### config.mk
export PLATFORM = sky130hd
export DESIGN_NAME = palette_fade_ctrl
export DESIGN_NICKNAME = d
export VERILOG_FILES = /design/src/rtl/palette_fade_ctrl.sv
export SDC_FILE = /design/constraint.sdc
export NUM_CORES = 1
export LEC_CHECK = 0
export ABC_AREA = 1
export CORE_MARGIN = 2
export CORE_UTILIZATION = 41
export CTS_CLUSTER_SIZE = 24
export DETAILED_ROUTE_END_ITERATION = 7
export HOLD_SLACK_MARGIN = 0.08
export PLACE_DENSITY = 0.55
export SLEW_MARGIN = 20
export SYNTH_ARGS = -nofsm -noshare
export SYNTH_HDL_FRONTEND = slang
export SYNTH_SLANG_ARGS = --single-unit
### constraint.sdc
create_clock -name Clk -period 6.3 [get_ports Clk]
set_input_delay 1.26 -clock Clk [delete_from_list [all_inputs] [get_ports Clk]]
set_output_delay 1.26 -clock Clk [all_outputs]
set_load 0.05 [all_outputs]
### src/rtl/palette_fade_ctrl.sv
// Writable 16-entry RGB palette with vblank-serialised writes and a frame-locked
// brightness fade sequencer; lookups are scaled by the current level with 1-cycle latency.
module palette_fade_ctrl #(
  parameter int unsigned NUM_ENTRIES = 16,
  parameter int unsigned STEP_FRAMES = 2,
  parameter int unsigned MAX_LEVEL   = 16
) (
  input  logic                           Clk,
  input  logic                           Reset,
  input  logic [$clog2(NUM_ENTRIES)-1:0] index,
  input  logic                           pix_valid,
  output logic [3:0]                     red,
  output logic [3:0]                     green,
  output logic [3:0]                     blue,
  output logic                           rgb_valid,
  input  logic                           vblank,
  input  logic                           frame_start,
  input  logic                           wr_req,
  input  logic [$clog2(NUM_ENTRIES)-1:0] wr_idx,
  input  logic [11:0]                    wr_rgb,
  output logic                           wr_ack,
  input  logic                           fade_start,
  input  logic                           fade_dir,
  output logic                           fade_busy,
  output logic                           fade_done,
  output logic [4:0]                     level
);

  localparam logic [4:0] LvlMax  = 5'(MAX_LEVEL);
  localparam logic [3:0] LastCnt = 4'(STEP_FRAMES - 1);

  typedef enum logic [1:0] {StIdle, StWait, StStep} state_e;

  function automatic logic [11:0] default_rgb(input int i);
    case (i)
      0:       return 12'h000;
      1:       return 12'h763;
      2:       return 12'h220;
      3:       return 12'h0BE;
      4:       return 12'h171;
      5:       return 12'h866;
      6:       return 12'h654;
      7:       return 12'hD10;
      8:       return 12'h220;
      9:       return 12'h311;
      10:      return 12'h477;
      11:      return 12'h652;
      12:      return 12'h232;
      13:      return 12'h433;
      14:      return 12'h8DE;
      15:      return 12'h2C1;
      default: return 12'h000;
    endcase
  endfunction

  // 4x5-bit product; keep bits [7:4] so level 16 passes the colour unchanged.
  function automatic logic [3:0] scale(input logic [3:0] c, input logic [4:0] l);
    logic [8:0] p;
    p = {5'd0, c} * {4'd0, l};
    return p[7:4];
  endfunction

  logic [11:0] pal_q [NUM_ENTRIES];
  logic [11:0] entry;
  logic        wr_commit;

  state_e      state_q;
  logic        dir_q;
  logic [3:0]  cnt_q;
  logic [4:0]  lvl_next;
  logic        at_target;

  assign entry     = pal_q[index];
  assign wr_commit = wr_req & vblank & ~wr_ack;

  always_ff @(posedge Clk) begin
    if (Reset) begin
      for (int i = 0; i < int'(NUM_ENTRIES); i++) pal_q[i] <= default_rgb(i);
      wr_ack    <= 1'b0;
      rgb_valid <= 1'b0;
      red       <= 4'd0;
      green     <= 4'd0;
      blue      <= 4'd0;
    end else begin
      if (wr_commit) pal_q[wr_idx] <= wr_rgb;
      wr_ack    <= wr_commit;
      rgb_valid <= pix_valid;
      // Reads the pre-write entry and pre-step level sampled at this same edge.
      if (pix_valid) begin
        red   <= scale(entry[11:8], level);
        green <= scale(entry[7:4], level);
        blue  <= scale(entry[3:0], level);
      end else begin
        red   <= 4'd0;
        green <= 4'd0;
        blue  <= 4'd0;
      end
    end
  end

  always_comb begin
    lvl_next = level;
    if (dir_q) begin
      if (level != LvlMax) lvl_next = level + 5'd1;
    end else begin
      if (level != 5'd0) lvl_next = level - 5'd1;
    end
    at_target = dir_q ? (lvl_next == LvlMax) : (lvl_next == 5'd0);
  end

  always_ff @(posedge Clk) begin
    if (Reset) begin
      state_q   <= StIdle;
      dir_q     <= 1'b0;
      cnt_q     <= 4'd0;
      level     <= LvlMax;
      fade_busy <= 1'b0;
      fade_done <= 1'b0;
    end else begin
      fade_done <= 1'b0;
      case (state_q)
        StIdle: begin
          if (fade_start) begin
            dir_q <= fade_dir;
            cnt_q <= 4'd0;
            if ((fade_dir && level == LvlMax) || (!fade_dir && level == 5'd0)) begin
              fade_done <= 1'b1;
            end else begin
              state_q   <= StWait;
              fade_busy <= 1'b1;
            end
          end
        end
        StWait: begin
          if (frame_start) begin
            if (cnt_q == LastCnt) state_q <= StStep;
            else                  cnt_q   <= cnt_q + 4'd1;
          end
        end
        StStep: begin
          level <= lvl_next;
          if (at_target) begin
            state_q   <= StIdle;
            fade_busy <= 1'b0;
            fade_done <= 1'b1;
          end else begin
            cnt_q   <= 4'd0;
            state_q <= StWait;
          end
        end
        default: begin
          state_q   <= StIdle;
          fade_busy <= 1'b0;
        end
      endcase
    end
  end

endmodule

# --- Yosys cells after proc, flatten, opt, wreduce, memory -nomap -nowiden ---
# Memories as Yosys holds them, arrays and structs flattened.
# Index checks and enable logic that the tools add are counted.
word_totals:
  in_bits: 28
  out_inout_bits: 21
  ramBits: 192
  memories: 1
  wordCells: 97
  regBits: 28
classes:
  add_sub_neg: 3
  reduce_logical: 15
  n_bitwise: 5
  eq_ne: 13
  multipliers: 3
  n_mux: 46
mem_list:
  columns: ["name", "words", "width", "rd", "rd_clocked_by_memory_dff", "wr", "line_no", "rtl"]
  rows:
  - ["pal_q", 16, 12, 1, 0, 16, "63", "logic [11:0] pal_q [NUM_ENTRIES];"]
op_table:
  columns: ["operator", "n"]
  rows:
  - ["12-bit two-way mux", 16]
  - ["4-bit by 5-bit multiplier with 8-bit output", 3]
  - ["4-bit two-way mux", 5]
  - ["5-bit two-way mux", 3]
  - ["1-bit two-way mux", 14]
  - ["2-bit != test (second input constant)", 7]
  - ["4-bit case mux with 3 select lines", 1]
  - ["12-bit OR reduction", 1]
  - ["5-bit == test (second input constant)", 2]
  - ["5-bit logical NOT", 2]
  - ["2-bit two-way mux", 4]
  - ["4-bit AND reduction", 2]
  - ["2-bit case mux with 3 select lines", 1]
  - ["5-bit by 1-bit adder with 5-bit output (second input constant)", 1]
  - ["5-bit != test (second input constant)", 1]
  - ["5-bit AND reduction", 1]
  - ["5-bit nonzero test", 1]
  - ["5-bit by 1-bit subtractor with 5-bit output (second input constant)", 1]
  - ["4-bit by 1-bit adder with 4-bit output (second input constant)", 1]
  - ["4-bit by 1-bit == test with 1-bit output (second input constant)", 1]
  - ["1-bit NOT", 3]
  - ["1-bit case mux with 3 select lines", 1]
  - ["3-bit nonzero test", 1]
  - ["1-bit bitwise AND", 2]
  - ["9 further kinds", 10]

# --- Depth between registers and ports, before layout ---
logic_depth:
  word_depth: 7
  mapped_depth: 23
  ltp_nobuf: 21

# --- Worst setup path before layout ---
# Ideal clock, no wire load.
synth_path:
  kind: "input to register"
  startpoint: "input index[0]"
  endpoint: "register blue[3]"
  t_arrival_ns: 4.461
  path_stages: 21
  required_ns: 6.185
  setup_slack_ns: 1.724
  setup_ns: 0.115
  n_path_buf: 4
  cell_sequence: "buf_6 > buf_4 > buf_2 > buf_2 > nor2_1 > o22ai_1 > o211ai_1 > nand2_1 > inv_2 > nor2_1 > fa_1 > inv_1 > fa_1 > inv_1 > ha_1 > a21oi_1 > nor2_1 > a211oi_1 > nand3_1 > nand2_1 > nor2_1"
synth_between:
  elab_chain_len: 2
synth_lines:
  columns: ["item", "line_no", "rtl"]
  rows:
  - ["start, declared", "10", "input logic [$clog2(NUM_ENTRIES)-1:0] index,"]
  - ["memory read 16 x 12 bit", null, null]
  - ["4-bit by 5-bit multiplier with 8-bit output", "59", "p = {5'd0, c} * {4'd0, l};"]
  - ["end signal, assigned", "92", "blue <= scale(entry[3:0], level);"]
  - ["end, declared", "14", "output logic [3:0] blue,"]
# Every way passes these cells.
# A chain may end at the register's enable or synchronous reset.

# --- Worst setup path after layout ---
layout_path:
  startpoint: "input index[3]"
  endpoint: "register red[3]"
layout_between:
  elab_chain_len: 2
layout_lines:
  columns: ["item", "line_no", "rtl"]
  rows:
  - ["memory read 16 x 12 bit", null, null]
  - ["4-bit by 5-bit multiplier with 8-bit output", "59", null]
  - ["end signal, assigned", "90", "red <= scale(entry[11:8], level);"]
  - ["end, declared", "12", "output logic [3:0] red,"]
# Every way passes these cells.

==> results_dict.tcl <==
set metrics [dict create \
    wire_per_inst_um 18.59 \
    syn_nets 1405 \
    crit_arrival_ns 5.27 \
    overflow 0 \
    fin_nets 1428 \
    fin_crit_ns 4.844 \
    die_y_um 173.3 \
    status "finished, final reports clean" \
    cap_violations 0 \
    dieArea_um2 30040 \
    std_cell_rows 61 \
    grt_use_total_pct 21.60 \
    critPathKind "in2reg" \
    synth_top_cell_area_share_pct 49.05 \
    antennaDiodeCount 0 \
    postRouteAntennaNets 0 \
    ios 49 \
    synth_area_um2 11750 \
    drc_errors 0 \
    yosys-top-cells-area "edfxtp_1 (49%), nand2_1 (9.5%), nor2_1 (8.4%), inv_1 (5.0%), dfxtp_1 (4.8%)" \
    clock_skew_ns 0.01146 \
    crit_path_cell_trace "clkdlybuf4s50_1 -> inv_1 -> nand3_1 -> nand2_1 -> inv_1 -> nor2_1 -> fa_1 -> inv_1 -> fa_1 -> inv_1 -> ha_1 -> a21oi_1 -> nor2_1 -> a211oi_1 -> nand3_1 -> nand2_1 -> nor2_1" \
    areaGrowthSynthToFinish_pct 12.96 \
    cpLargestDelayFamily "adder cells" \
    combPwrFrac_pct 16.9 \
    pwr-share-seq_pct 42.9 \
    clkTransAtPathRegs_ns 0.06 \
    firstDrtPassIters 5 \
    die_w_um 173.3 \
    critPathBufInv 5 \
    ys_seq_area_share_pct 53.82 \
    cts_made_buffers 26 \
    port_buffers 48 \
    synthTopCellsByCount "nand2_1 (298), nor2_1 (263), edfxtp_1 (192), inv_1 (157), nand3_1 (92)" \
    synth_cells 1330 \
    p_clk_share_pct 40.2 \
    via_count 9028 \
    relSlewSlack_pct 26.66 \
    grt_pass1_wl_um 50540 \
    yosysMostFrequentCell "nand2_1" \
    ctsHoldBuffers 0 \
    synth_ff_type "edfxtp_1" \
    yosys.area.top_type "edfxtp_1" \
    cts-resized-gates 0 \
    path_common_cell "inv_1" \
    vias_per_cell 5.159 \
    hold_viol_final 0 \
    setup_tns_ns 0 \
    start_util_pct 41.96 \
    synth.distinct_cells 40 \
    synth-async-reset-ratio_pct 0 \
    drt_iter0_markers 867 \
    worst_pin_slew_ns 1.099 \
    cts_tree "done" \
    p_int_mw 2.806 \
    ff2ff_setup_slack_ns 2.52 \
    fin_util_pct 47.40 \
    routabilityCongestion 0.8147 \
    grt_pass1_vias 8787 \
    required_ns 6.72 \
    antenna_found_initial 1 \
    max_freq_mhz 206.4 \
    clkSinkCount 220 \
    drive_above_1_share_pct 6.195 \
    clock-root-buffer "clkbuf_16" \
    avgSynthCellArea_um2 8.837 \
    hold_path.class "reg2reg" \
    crit_path_start_kind "input pin" \
    cts_buffer_depth 3 \
    crit_path_end_kind "flop" \
    rsz0062_at_grt "false" \
    synth_edf_count 192 \
    yosysWarnings 0 \
    slew_viol_final 0 \
    worst-path-max-fanout 13 \
    htreeDepth 1 \
    ys_ff_latch 220 \
    dp.final_hpwl_um 21560 \
    setup_viol 0 \
    cts_setup_buffers 0 \
    fillers 2691 \
    wirelength_um 32530 \
    critPathMaxStageDelay_ns 0.82 \
    core_area_um2 28010 \
    slowest_stage "clkdlybuf4s50_1" \
    p_leak_nw 5.515 \
    p_switching_mw 1.123 \
    peakVddDrop_uv 211.0 \
    clk_latency_ns 0.54 \
    switching_share_pct 28.57 \
    period_share_pct 76.89 \
    p_per_area_nw_per_um2 295.9 \
    grt_max_degree 84 \
]
-- cell families (layout without fill, tap and decap cells) --
family,after synthesis,count (layout),synth area share [%]
and+or+nand+nor,686,686,24.03
buffers and inverters,234,276,8.708
DFF,220,220,53.82
AOI/OAI and AO/OA,133,133,6.674
adders and majority gates,47,47,5.961
xor gates and xnor gates,10,10,0.8091
-- through the flow --
stage | instance area [um2] | hold slack, ns | setup WS (ns) | total power, mW | instances
floorplan | 11750 | 0.4496 | 1.724 | 2.189 | 1330
global placement | 12390 | 0.4492 | 0.9827 | 2.373 | 1703
detailed placement | 12390 | 0.4538 | 0.9624 | 2.376 | 1703
CTS | 13280 | 0.4633 | 1.486 | 3.945 | 1750
global route | 13280 | 0.5052 | 1.199 | 4.088 | 1750
finish | 13280 | 0.4614 | 1.456 | 3.929 | 1750
-- worst paths after layout --
path,startpoint,to,cells past startpoint
worst min register to register,fade_busy$_SDFFE_PP0P_,fade_busy$_SDFFE_PP0P_,2
worst max register to register,pal_q[12][3]$_SDFFCE_PN0P_,blue[3]$_SDFF_PP0_,17
worst min-delay path,fade_busy$_SDFFE_PP0P_,fade_busy$_SDFFE_PP0P_,2
worst max-delay path,index[3],red[3]$_SDFF_PP0_,17
-- area by class of cell --
cell class,instances,area (um2),area share [%]
clock buffer,29,661.9,4.985
clock inverter,18,222.7,1.678
inverter,172,650.6,4.901
multi-input combinational,876,4404,33.17
sequential,220,6326,47.65
tap,378,473.0,3.562
timing repair buffer,57,538.0,4.052
-- layout by cell type, fill, tap and decap left out, types with 13 or more instances in the layout --
cell,synthesis,routed
clkdlybuf4s50_1,0,46
o211ai_1,19,19
dfxtp_1,28,28
o21ai_0,52,52
clkinv_1,5,13
ha_1,32,32
edfxtp_1,192,192
clkbuf_16,0,26
nor2_1,263,263
a21oi_1,32,32
inv_1,157,157
fa_1,15,15
nand2_1,298,298
nand3_1,92,92
-- metal layers --
metal	vias up	share of wire [%]	global-route usage, %
met3	60	5.5	3.202
met5	-	0.040	0
met4	2	2.7	6.215
met1	4358	45	30.01
li1	4353	-	-
met2	255	47	35.23
-- registers in the layout, summed over array words and instances (netlist names) --
| signal | count |
|---|---|
| pal_q | 192 |
| level | 5 |
| blue | 4 |
| cnt_q | 4 |
| green | 4 |
| red | 4 |
| state_q | 2 |
| dir_q | 1 |
| fade_busy | 1 |
| fade_done | 1 |
| rgb_valid | 1 |
| wr_ack | 1 |
-- worst min-delay path, stage by stage, from the launching register on --
cell and delay, ns:
dfxtp_1 0.31, nand2_1 0.06, a21oi_1 0.05
-- power by group through the flow --
stage | Sequential, mW | Clock, mW | Combinational [mW]
floorplan | 1.75 | 0 | 0.434
global placement | 1.72 | 0 | 0.658
detailed placement | 1.72 | 0 | 0.660
CTS | 1.69 | 1.59 | 0.664
global route | 1.69 | 1.65 | 0.741
finish | 1.69 | 1.58 | 0.663
(Power assumes the default switching activity.)
